## config.mk

```make
export PLATFORM = sky130hd
export DESIGN_NAME = mem_multiport_bank_arbiter
export DESIGN_NICKNAME = d
export VERILOG_FILES = /design/src/rtl/mem_multiport_bank_arbiter.sv
export SDC_FILE = /design/constraint.sdc
export NUM_CORES = 1
export LEC_CHECK = 0
export ABC_AREA = 1
export CELL_PAD_IN_SITES_DETAIL_PLACEMENT = 0
export CELL_PAD_IN_SITES_GLOBAL_PLACEMENT = 2
export CORE_AREA = 2 2 519 521
export CTS_BUF_LIST = sky130_fd_sc_hd__clkbuf_8
export DETAILED_ROUTE_END_ITERATION = 8
export DIE_AREA = 0 0 521 523
export GPL_TIMING_DRIVEN = 0
export PLACE_DENSITY = 0.39
export SLEW_MARGIN = 20
export SYNTH_ARGS = -nofsm -noshare
export SYNTH_HDL_FRONTEND = slang
export SYNTH_SLANG_ARGS = --single-unit
```

## constraint.sdc

```tcl
create_clock -name clk_i -period 3.39 [get_ports clk_i]
set_input_delay 0.339 -clock clk_i [delete_from_list [all_inputs] [get_ports clk_i]]
set_output_delay 0.339 -clock clk_i [all_outputs]
set_load 0.02 [all_outputs]
```

## src/rtl/mem_multiport_bank_arbiter.sv

```systemverilog
// mem_multiport_bank_arbiter
//   Per-bank N:1 arbiter between NumPorts memory-stream requestors and NumBanks SRAM banks.
//   Each bank arbitrates independently (round-robin, or port-0 priority with a starvation
//   bound) and keeps an in-order route store so that each response returns to the port that
//   was granted the matching request.
//
// Ports (flattened; requestor vectors are indexed [p][b] -> element p*NumBanks+b)
//   clk_i, rst_i        clock, synchronous active-high reset
//   port_req_i/gnt_o    per port/bank request and grant
//   port_addr_i, port_wdata_i, port_strb_i, port_we_i, port_atop_i   request payload
//   port_rvalid_o       response valid, routed to the port at the head of the route store
//   port_rdata_o        mem_rdata_i of each bank broadcast to every port
//   mem_*_o / mem_*_i   per-bank memory side, same payload widths
//   err_o               sticky per bank: a response arrived with the route store empty
//
// Optional feature macro: MEM_ARB_FULL_GUARD_EN
//   Defined: a bank with a full, non-popping route store suppresses mem_req_o and grants,
//   so the memory may exceed BufDepth latency. Undefined: no gating; overflow is only asserted.
module mem_multiport_bank_arbiter #(
    parameter int unsigned NumPorts    = 2,
    parameter int unsigned NumBanks    = 4,
    parameter int unsigned AddrWidth   = 32,
    parameter int unsigned DataWidth   = 32,
    parameter int unsigned BufDepth    = 1,
    parameter int unsigned PrioMode    = 0,
    parameter int unsigned StarveLimit = 4,
    localparam int unsigned IdxW       = $clog2(NumPorts),
    localparam int unsigned StrbW      = DataWidth / 8
) (
    input  logic                                 clk_i,
    input  logic                                 rst_i,
    input  logic [NumPorts*NumBanks-1:0]         port_req_i,
    output logic [NumPorts*NumBanks-1:0]         port_gnt_o,
    input  logic [NumPorts*NumBanks*AddrWidth-1:0] port_addr_i,
    input  logic [NumPorts*NumBanks*DataWidth-1:0] port_wdata_i,
    input  logic [NumPorts*NumBanks*StrbW-1:0]   port_strb_i,
    input  logic [NumPorts*NumBanks-1:0]         port_we_i,
    input  logic [NumPorts*NumBanks*6-1:0]       port_atop_i,
    output logic [NumPorts*NumBanks-1:0]         port_rvalid_o,
    output logic [NumPorts*NumBanks*DataWidth-1:0] port_rdata_o,
    output logic [NumBanks-1:0]                  mem_req_o,
    input  logic [NumBanks-1:0]                  mem_gnt_i,
    output logic [NumBanks*AddrWidth-1:0]        mem_addr_o,
    output logic [NumBanks*DataWidth-1:0]        mem_wdata_o,
    output logic [NumBanks*StrbW-1:0]            mem_strb_o,
    output logic [NumBanks-1:0]                  mem_we_o,
    output logic [NumBanks*6-1:0]                mem_atop_o,
    input  logic [NumBanks-1:0]                  mem_rvalid_i,
    input  logic [NumBanks*DataWidth-1:0]        mem_rdata_i,
    output logic [NumBanks-1:0]                  err_o
);

    localparam int unsigned Depth   = BufDepth + 1;
    localparam int unsigned PtrW    = $clog2(Depth);
    localparam int unsigned CntW    = $clog2(Depth + 1);
    localparam int unsigned StarveW = $clog2(StarveLimit + 1);

    for (genvar b = 0; b < NumBanks; b++) begin : g_bank
        logic [NumPorts-1:0]  req;
        logic [NumPorts-1:0]  cand;
        logic [IdxW-1:0]      arb_idx;
        logic [IdxW-1:0]      winner;
        logic                 found;
        logic                 prio_win;
        int unsigned          idx;
        logic                 any_req;
        logic                 low_req;
        logic                 full;
        logic                 blocked;
        logic                 hs;
        logic                 pop;
        logic                 push_ok;
        logic [AddrWidth-1:0] addr_sel;
        logic [DataWidth-1:0] wdata_sel;
        logic [StrbW-1:0]     strb_sel;
        logic                 we_sel;
        logic [5:0]           atop_sel;

        logic [IdxW-1:0]      rr_q;
        logic                 locked_q;
        logic [IdxW-1:0]      lock_idx_q;
        logic [StarveW-1:0]   starve_q;
        logic [IdxW-1:0]      store_q [Depth];
        logic [PtrW-1:0]      wptr_q;
        logic [PtrW-1:0]      rptr_q;
        logic [CntW-1:0]      cnt_q;
        logic                 err_q;

        for (genvar p = 0; p < NumPorts; p++) begin : g_port
            assign req[p] = port_req_i[p*NumBanks+b];
            assign port_gnt_o[p*NumBanks+b]    = hs && (winner == IdxW'(p));
            assign port_rvalid_o[p*NumBanks+b] = pop && (store_q[rptr_q] == IdxW'(p));
            assign port_rdata_o[(p*NumBanks+b)*DataWidth +: DataWidth] =
                mem_rdata_i[b*DataWidth +: DataWidth];
        end

        // Round-robin search from rr_q; in priority mode port 0 is taken out of the
        // search and only wins through prio_win (i.e. when it is not being starved out).
        always_comb begin
            cand     = req;
            arb_idx  = '0;
            found    = 1'b0;
            idx      = 0;
            prio_win = 1'b0;
            if (PrioMode == 1) begin
                cand[0]  = 1'b0;
                prio_win = req[0] && (starve_q != StarveW'(StarveLimit));
            end
            for (int unsigned i = 0; i < NumPorts; i++) begin
                idx = (32'(rr_q) + i) % NumPorts;
                if (!found && cand[idx[IdxW-1:0]]) begin
                    found   = 1'b1;
                    arb_idx = idx[IdxW-1:0];
                end
            end
            // No candidate left (e.g. only a starving-limit port 0): default index 0 is right.
            if (prio_win) begin
                arb_idx = '0;
            end
        end

        assign winner  = locked_q ? lock_idx_q : arb_idx;
        assign any_req = |req;
        assign low_req = |req[NumPorts-1:1];
        assign full    = (cnt_q == CntW'(Depth));
        assign pop     = mem_rvalid_i[b] && (cnt_q != '0);

`ifdef MEM_ARB_FULL_GUARD_EN
        assign blocked = full && !mem_rvalid_i[b];
`else
        assign blocked = 1'b0;
`endif

        assign mem_req_o[b] = any_req && !rst_i && !blocked;
        assign hs           = mem_req_o[b] && mem_gnt_i[b];
        // A push into a full store is only accepted when the head leaves the same cycle.
        assign push_ok      = hs && (!full || pop);

        always_comb begin
            addr_sel  = '0;
            wdata_sel = '0;
            strb_sel  = '0;
            we_sel    = 1'b0;
            atop_sel  = '0;
            for (int unsigned p = 0; p < NumPorts; p++) begin
                if (winner == IdxW'(p)) begin
                    addr_sel  = port_addr_i[(p*NumBanks+b)*AddrWidth +: AddrWidth];
                    wdata_sel = port_wdata_i[(p*NumBanks+b)*DataWidth +: DataWidth];
                    strb_sel  = port_strb_i[(p*NumBanks+b)*StrbW +: StrbW];
                    we_sel    = port_we_i[p*NumBanks+b];
                    atop_sel  = port_atop_i[(p*NumBanks+b)*6 +: 6];
                end
            end
        end

        assign mem_addr_o[b*AddrWidth +: AddrWidth]  = addr_sel;
        assign mem_wdata_o[b*DataWidth +: DataWidth] = wdata_sel;
        assign mem_strb_o[b*StrbW +: StrbW]          = strb_sel;
        assign mem_we_o[b]                           = we_sel;
        assign mem_atop_o[b*6 +: 6]                  = atop_sel;
        assign err_o[b]                              = err_q;

        always_ff @(posedge clk_i) begin
            if (rst_i) begin
                rr_q       <= '0;
                locked_q   <= 1'b0;
                lock_idx_q <= '0;
                starve_q   <= '0;
                wptr_q     <= '0;
                rptr_q     <= '0;
                cnt_q      <= '0;
                err_q      <= 1'b0;
                for (int unsigned i = 0; i < Depth; i++) begin
                    store_q[i] <= '0;
                end
            end else begin
                // Hold the chosen port until its request is accepted.
                locked_q   <= any_req && !hs;
                lock_idx_q <= winner;

                if (hs) begin
                    rr_q <= (winner == IdxW'(NumPorts - 1)) ? '0 : winner + IdxW'(1);
                end

                if (hs && (winner != '0)) begin
                    starve_q <= '0;
                end else if (low_req && (starve_q != StarveW'(StarveLimit))) begin
                    starve_q <= starve_q + StarveW'(1);
                end

                if (push_ok) begin
                    store_q[wptr_q] <= winner;
                    wptr_q <= (wptr_q == PtrW'(Depth - 1)) ? '0 : wptr_q + PtrW'(1);
                end
                if (pop) begin
                    rptr_q <= (rptr_q == PtrW'(Depth - 1)) ? '0 : rptr_q + PtrW'(1);
                end
                case ({push_ok, pop})
                    2'b10:   cnt_q <= cnt_q + CntW'(1);
                    2'b01:   cnt_q <= cnt_q - CntW'(1);
                    default: ;
                endcase

                if (mem_rvalid_i[b] && (cnt_q == '0)) begin
                    err_q <= 1'b1;
                end

`ifndef SYNTHESIS
                assert (!(hs && full && !pop))
                else $error("route store overflow on bank %0d", b);
`endif
            end
        end
    end

endmodule

```

======== Word-level counts from Yosys, hierarchy flattened ========
Memories as Yosys holds them, arrays and structs flattened. A register that Yosys moved wholly into a read port is not among the register bits.
Index checks and enable logic that the tools add are counted.
storage, ports and cells
  bits in registers ....................... 32
  RAM bits ................................ 8
  bits of input ports ..................... 746
  output and inout bits ................... 580
  word-level logic and storage cells ...... 267
  memories ................................ 4
memories
  name               depth  bits a word  read ports  clocked after memory_dff  write ports  RTL line  source
  g_bank[0].store_q  2      1            1           1                         2            83        logic [IdxW-1:0] store_q [Depth];
  g_bank[1].store_q  2      1            1           1                         2            83
  g_bank[2].store_q  2      1            1           1                         2            83
  g_bank[3].store_q  2      1            1           1                         2            83
cells by class
  $add $sub $neg .......................... 24
  $lt $le $gt $ge ......................... 8
  equal/unequal tests ..................... 12
  multiplexer cells ....................... 102
  bitwise operators ....................... 8
  reductions and logical operators ........ 81
operator list
  kind                                                number
  2-to-1 mux 32 bit                                   8
  2-to-1 mux 1 bit                                    82
  logical AND 1 bit                                   44
  2-to-1 mux 6 bit                                    4
  adder 1 bit, second input constant                  16
  == test 2 bit, second input constant                8
  < comparator 1 x 2 -> 1 bit, second input constant  8
  2-to-1 mux 4 bit                                    4
  case mux 2 bit (2 select lines)                     4
  nonzero test 2 bit                                  8
  zero test 1 bit                                     13
  adder 2 x 1 -> 2 bit, second input constant         4
  == test 2 x 1 -> 1 bit, second input constant       4
  zero test 2 bit                                     4
  NOT 1 bit                                           8
  OR reduction 2 bit                                  4
  subtractor 2 x 1 -> 2 bit, second input constant    4
  logical OR 1 bit                                    4
  OR reduction 1 bit                                  4

======== Logic depth before layout (Yosys ltp) ========
  depth after elaboration ................. 9
  mapped depth ............................ 9
  depth with buffers taken out ............ 9

======== Worst setup path before layout ========
No wires, ideal clock.
  kind .................................... in2reg
  start point ............................. in port_req_i[1]
  end point ............................... reg g_bank[1].cnt_q[1]
  library setup time ...................... 0.123 ns
  arrival time ............................ 1.609 ns
  data required time ...................... 3.267 ns
  setup slack ............................. 1.658 ns
  stages .................................. 6
  path buffers ............................ 0
  cell sequence ........................... nor2_1 nor2_1 nand3_1 ha_1 nor4_1 nor3_1
on the way
  longest elaborated chain between the ends .. 6
  elaborated cells between the ends (all ways) .. 8
  those cells by class .................... eq/ne: 2; mux: 1; reduce/logical: 5
RTL lines
  what                                                                   RTL line  source
  from (decl)                                                            32        input logic [NumPorts*NumBanks-1:0] port_req_i,
  OR reduction 2 bit (*)                                                 123       assign any_req = |req;
  logical AND 1 bit (*)                                                  134       assign mem_req_o[b] = any_req && !rst_i && !blocked;
  named net mem_req_o[1]                                                 41        output logic [NumBanks-1:0] mem_req_o,
  logical AND 1 bit (*)                                                  135       assign hs = mem_req_o[b] && mem_gnt_i[b];
  logical AND 1 bit (*)                                                  137       assign push_ok = hs && (!full || pop);
  == test 2 x 1 -> 1 bit or == test 2 bit (tied branches)                198       case ({push_ok, pop})
  case mux 2 bit (2 select lines) or nonzero test 2 bit (tied branches)  -
  to (signal assigned)                                                   199       2'b10: cnt_q <= cnt_q + CntW'(1);
  to (signal assigned)                                                   200       2'b01: cnt_q <= cnt_q - CntW'(1);
  to (decl)                                                              86        logic [CntW-1:0] cnt_q;
Mark *: on every way through the listed nets, which the timed path passes. The rest lies on a longest branch.
A chain may end at the register's enable or synchronous reset.

======== Worst setup path in the final report ========
  start point ............................. in port_req_i[4]
  end point ............................... out mem_wdata_o[6]
on the way
  longest elaborated chain between the ends .. 8
  elaborated cells between the ends (all ways) .. 11
  those cells by class .................... mux: 9; reduce/logical: 2
RTL lines
  what                                                  RTL line  source
  2-to-1 mux 1 bit (not written as such) (2 in series)  111       if (!found && cand[idx[IdxW-1:0]]) begin
  2-to-1 mux 1 bit                                      111
  zero test 1 bit                                       111
  logical AND 1 bit                                     111
  2-to-1 mux 1 bit (*)                                  111
  2-to-1 mux 1 bit (*)                                  122       assign winner = locked_q ? lock_idx_q : arb_idx;
  2-to-1 mux 32 bit (*)                                 146       if (winner == IdxW'(p)) begin
  to (decl)                                             44        output logic [NumBanks*DataWidth-1:0] mem_wdata_o,
Every way passes the cells marked *; elsewhere a longest branch is shown, timed or not. The select of a mux whose other input is x is not followed.

==> key figures <==
STA
  – Max Freq: 300 MHz
  – Worst slew margin: 0.478
  – Final slew viol count: 0
  – RSZ-0062 raised after global routing: false
  – Fin crit share: 0.985
  – Post-route setup slack: between 50 and 60 ps
  – Post-layout min period: 3340 ps
  – Final setup skew: between 10 and 15 ps
  – Setup Viol. Count Final: 0
  – Final hold vios: 0
  – Worst slew pin tran: 784 ps

Detailed routing
  – DR vias: around 14k
  – Via density: 2.21
  – Number of remaining DRC errors: 0
  – Routed WL per cell: 23.2 µm
  – Initial DRC count: 534
  – Routed wire length: roughly 150,000 µm
  – Routed Antenna Nets: 0
  – DR pass1 iterations: 5

Global route
  – Initial antenna violation count: 81
  – Largest net degree at the start of global routing: 14
  – First-pass GRT wire length: 175,000 µm
  – Via count of the first global-routing pass: 14.4k
  – Grt total ovfl: 0
  – Tot GR Track Use: 0.102

Floorplan
  – Die width: 521 µm
  – Std-Cell Rows: 190
  – I/O Pins: ~1.3k
  – Core area: 267,000 µm²
  – Initial core utilization: 0.0288
  – Die Ht: 523 µm
  – Die area: 272,000 µm²

Synthesis
  – Syn Nets: about 2.2k
  – Total number of yosys warnings: 0
  – Avg Inst Size Synth: 5.15 µm²
  – Async set-reset flop share out of synthesis: 0
  – Yosys reg bits: 44
  – Post-synthesis cell area: 7690 µm²
  – Synth Flop Type: dfxtp_1
  – EDFF count, synth: 8
  – Post-Syn Instances: ~1.5k
  – Register area share after synthesis: 0.125
  – Netlist cell types: 25

Power
  – PwrDens: between 200 and 250 nW/µm²
  – Clock share of power: 0.092
  – Power share of the sequential group: 0.110
  – Net Sw Power: about 2800 µW
  – Comb power frac: 0.798
  – Leak Pwr: 0.00990 µW
  – Cell-internal power: roughly 2800 µW
  – Switch share: 0.499
  – Final total power: ~5700 µW
  – Peak VDD IR: 0.000146 V

Final layout
  – Filler cell count: 31.4k
  – Layout Cells excl Fill: 6,280
  – Final net count: ~3.4k
  – Share of cells above drive strength 1: 0.132
  – Layout Area Growth over Synthesis: 217%

Clocking
  – Root Driver: clkbuf_8
  – Clock sinks: 44
  – Number of CTS-inserted buffers: 5
  – CTS tree: yes
  – Clock edge transition at the registers on the reported setup and hold paths: between 100 and 150 ps
  – Clock Path Buffers: 2
  – H-Tree Depth: 2
  – Clk_lat worst skew: between 300 and 400 ps

Place
  – DPL Wire Length: between 100,000 and 150,000 µm
  – Place WS: -587 ps
  – PortBufs: between 1k and 1.5k
  – Placed Cells: about 6.2k
  – Final GP Congestion: 0.834

Worst setup path
  – Cell Chain, Critical Path: clkdlybuf4s50_1, o211ai_2, o21ai_4, buf_4, buf_4, nand2_1, nand2_1, clkdlybuf4s50_1
  – Reg2Reg Depth: 5
  – Max incr delay on CP: approximately 660 ps
  – Critical path launch point type: primary input
  – Data required, critical path: 3050 ps
  – Max FO, Critical Path: 10
  – Setup CP Type: primary input to output pin
  – Delay-heaviest family, CP: buffers and inverters
  – Buf/Inv on CP: 4
  – RR Startpoint: g_bank[1].cnt_q[0]
  – R2R Setup Slk: approximately 1600 ps
  – Critical path's slowest cell: clkdlybuf4s50_1
  – CP arrival: ~3000 ps
  – Reg2reg end: g_bank[1].cnt_q[1]
  – Crit path capture type: output pin

Status
  – Outcome: finished, final reports clean

Min path
  – HP Class: flop to flop
  – Hold Crit Start: g_bank[3].rptr_q
  – Hold depth: 1
  – Hold endpoint: g_bank[3].rptr_q

Run
  – Max_cap viols: 0
[registers in the layout, summed over array words and instances, names as in the netlist, named ones only]
| register | flops |
|---|---|
| g_bank.lock_idx_q | 4 |
| g_bank.cnt_q | 8 |
| g_bank.rptr_q | 4 |
| g_bank.rr_q | 4 |
| g_bank.err_q | 4 |
| g_bank.wptr_q | 4 |
| g_bank.locked_q | 4 |
| g_bank.store_q | 8 |
[layer usage]
layer  part of all wire  GRT usage  vias to the layer above
met5             0.0022          0                        -
met2               0.44      0.163                      972
li1                   -          -                     6672
met1               0.45      0.134                     6077
met4              0.012     0.0129                       46
met3              0.092     0.0365                      119
[stage by stage]
step	setup TNS (ps)	util	hold slack [ps]	cell area, µm²
after CTS	0	0.0910	460	24300
final	0	0.0914	458	24400
after floorplan	0	-	416	7690
after detailed placement	-16580	0.0903	445	24100
after global routing	0	0.0911	487	24300
after global placement	-23410	0.0903	437	24100
[worst max path at each step]
stage / from / to / slack [ps] / cells after the start
2_1_floorplan: port_req_i[1] / g_bank[1].cnt_q[1] / 1660 / 6
3_3_place_gp: port_req_i[5] / mem_wdata_o[56] / -770 / 7
3_5_place_dp: port_req_i[1] / mem_wdata_o[56] / -590 / 10
4_1_cts: port_req_i[0] / mem_strb_o[2] / 3 / 9
5_1_grt: port_req_i[1] / mem_wdata_o[37] / 3 / 9
6_report: port_req_i[4] / mem_wdata_o[6] / 50 / 8
[synth_stat cells (4+ instances only)]
| cell type | count | share of area |
|---|---|---|
| buf_4 | 276 | 0.27 |
| inv_2 | 6 | 0.0029 |
| nand3_1 | 18 | 0.012 |
| edfxtp_1 | 8 | 0.031 |
| nor3_1 | 9 | 0.0059 |
| inv_1 | 46 | 0.022 |
| o21ai_1 | 4 | 0.0026 |
| o21ai_2 | 5 | 0.0057 |
| a21oi_1 | 22 | 0.014 |
| clkbuf_1 | 21 | 0.010 |
| buf_2 | 33 | 0.021 |
| o21ai_0 | 18 | 0.012 |
| nand2_1 | 930 | 0.45 |
| nor2_1 | 43 | 0.021 |
| dfxtp_1 | 36 | 0.094 |
[layout by cell type (no fill, tap or decap), types with 2 or more instances in the layout]
master,count
clkbuf_1,11
nand3_2,2
clkdlybuf4s15_2,5
nand4_1,2
nor3_1,9
dlygate4sd2_1,32
a21oi_1,22
buf_2,24
a31oi_1,2
diode_2,29
dlymetal6s2s_1,7
dfxtp_1,36
clkdlybuf4s50_1,1153
edfxtp_1,8
nor2_1,42
o21ai_2,4
inv_1,45
o211ai_2,2
inv_2,4
buf_6,5
inv_4,2
o21ai_1,4
buf_4,282
nand2_1,929
clkbuf_8,7
clkbuf_4,5
clkbuf_2,7
o21ai_0,18
nand3_1,18
ha_1,2
o31ai_1,2
[layout make-up]
class	instances	area, µm²	area share
buffer	332	2390	0.0981
tap	3552	4440	0.182
multi-input combinational	1064	4210	0.173
inverter	52	204	0.00836
clock inverter	1	30.0	0.00123
sequential	44	961	0.0394
clock buffer	7	96.3	0.00395
antenna	29	72.6	0.00298
timing repair buffer	1199	12000	0.491
[power groups by stage]
| stage | Sequential (µW) | Combinational [µW] | Clock [µW] |
|---|---|---|---|
| global placement | 634 | 4720 | 0 |
| detailed placement | 635 | 4700 | 0 |
| floorplan | 625 | 1680 | 0 |
| finish | 623 | 4530 | 523 |
| global route | 632 | 4850 | 587 |
| CTS | 623 | 4710 | 570 |
[cell families after synthesis]
kind of cell             count (synthesis)  share of synthesized area
AND/OR/NAND/NOR                       1007                      0.501
flip-flops                              44                      0.125
adder cells (fa/ha/maj)                  2                    0.00325
buffers and inverters                  384                      0.329
AO/OA/AOI/OAI                           55                     0.0412
[worst register-to-register path: stages, from the launching register on]
cell	delay, ps
dfxtp_1	370
o21ai_0	460
inv_1	180
ha_1	340
nor4_1	300
nor3_1	70
[timing repair]
action / CTS / global route
hold buffers: 0 / 0
setup buffers: 2 / 0
pin swaps: 1 / 0
setup endpoints to repair: 113 / 14
gates resized for setup: 69 / 17
No activity file was read; power rests on OpenSTA's default activity.
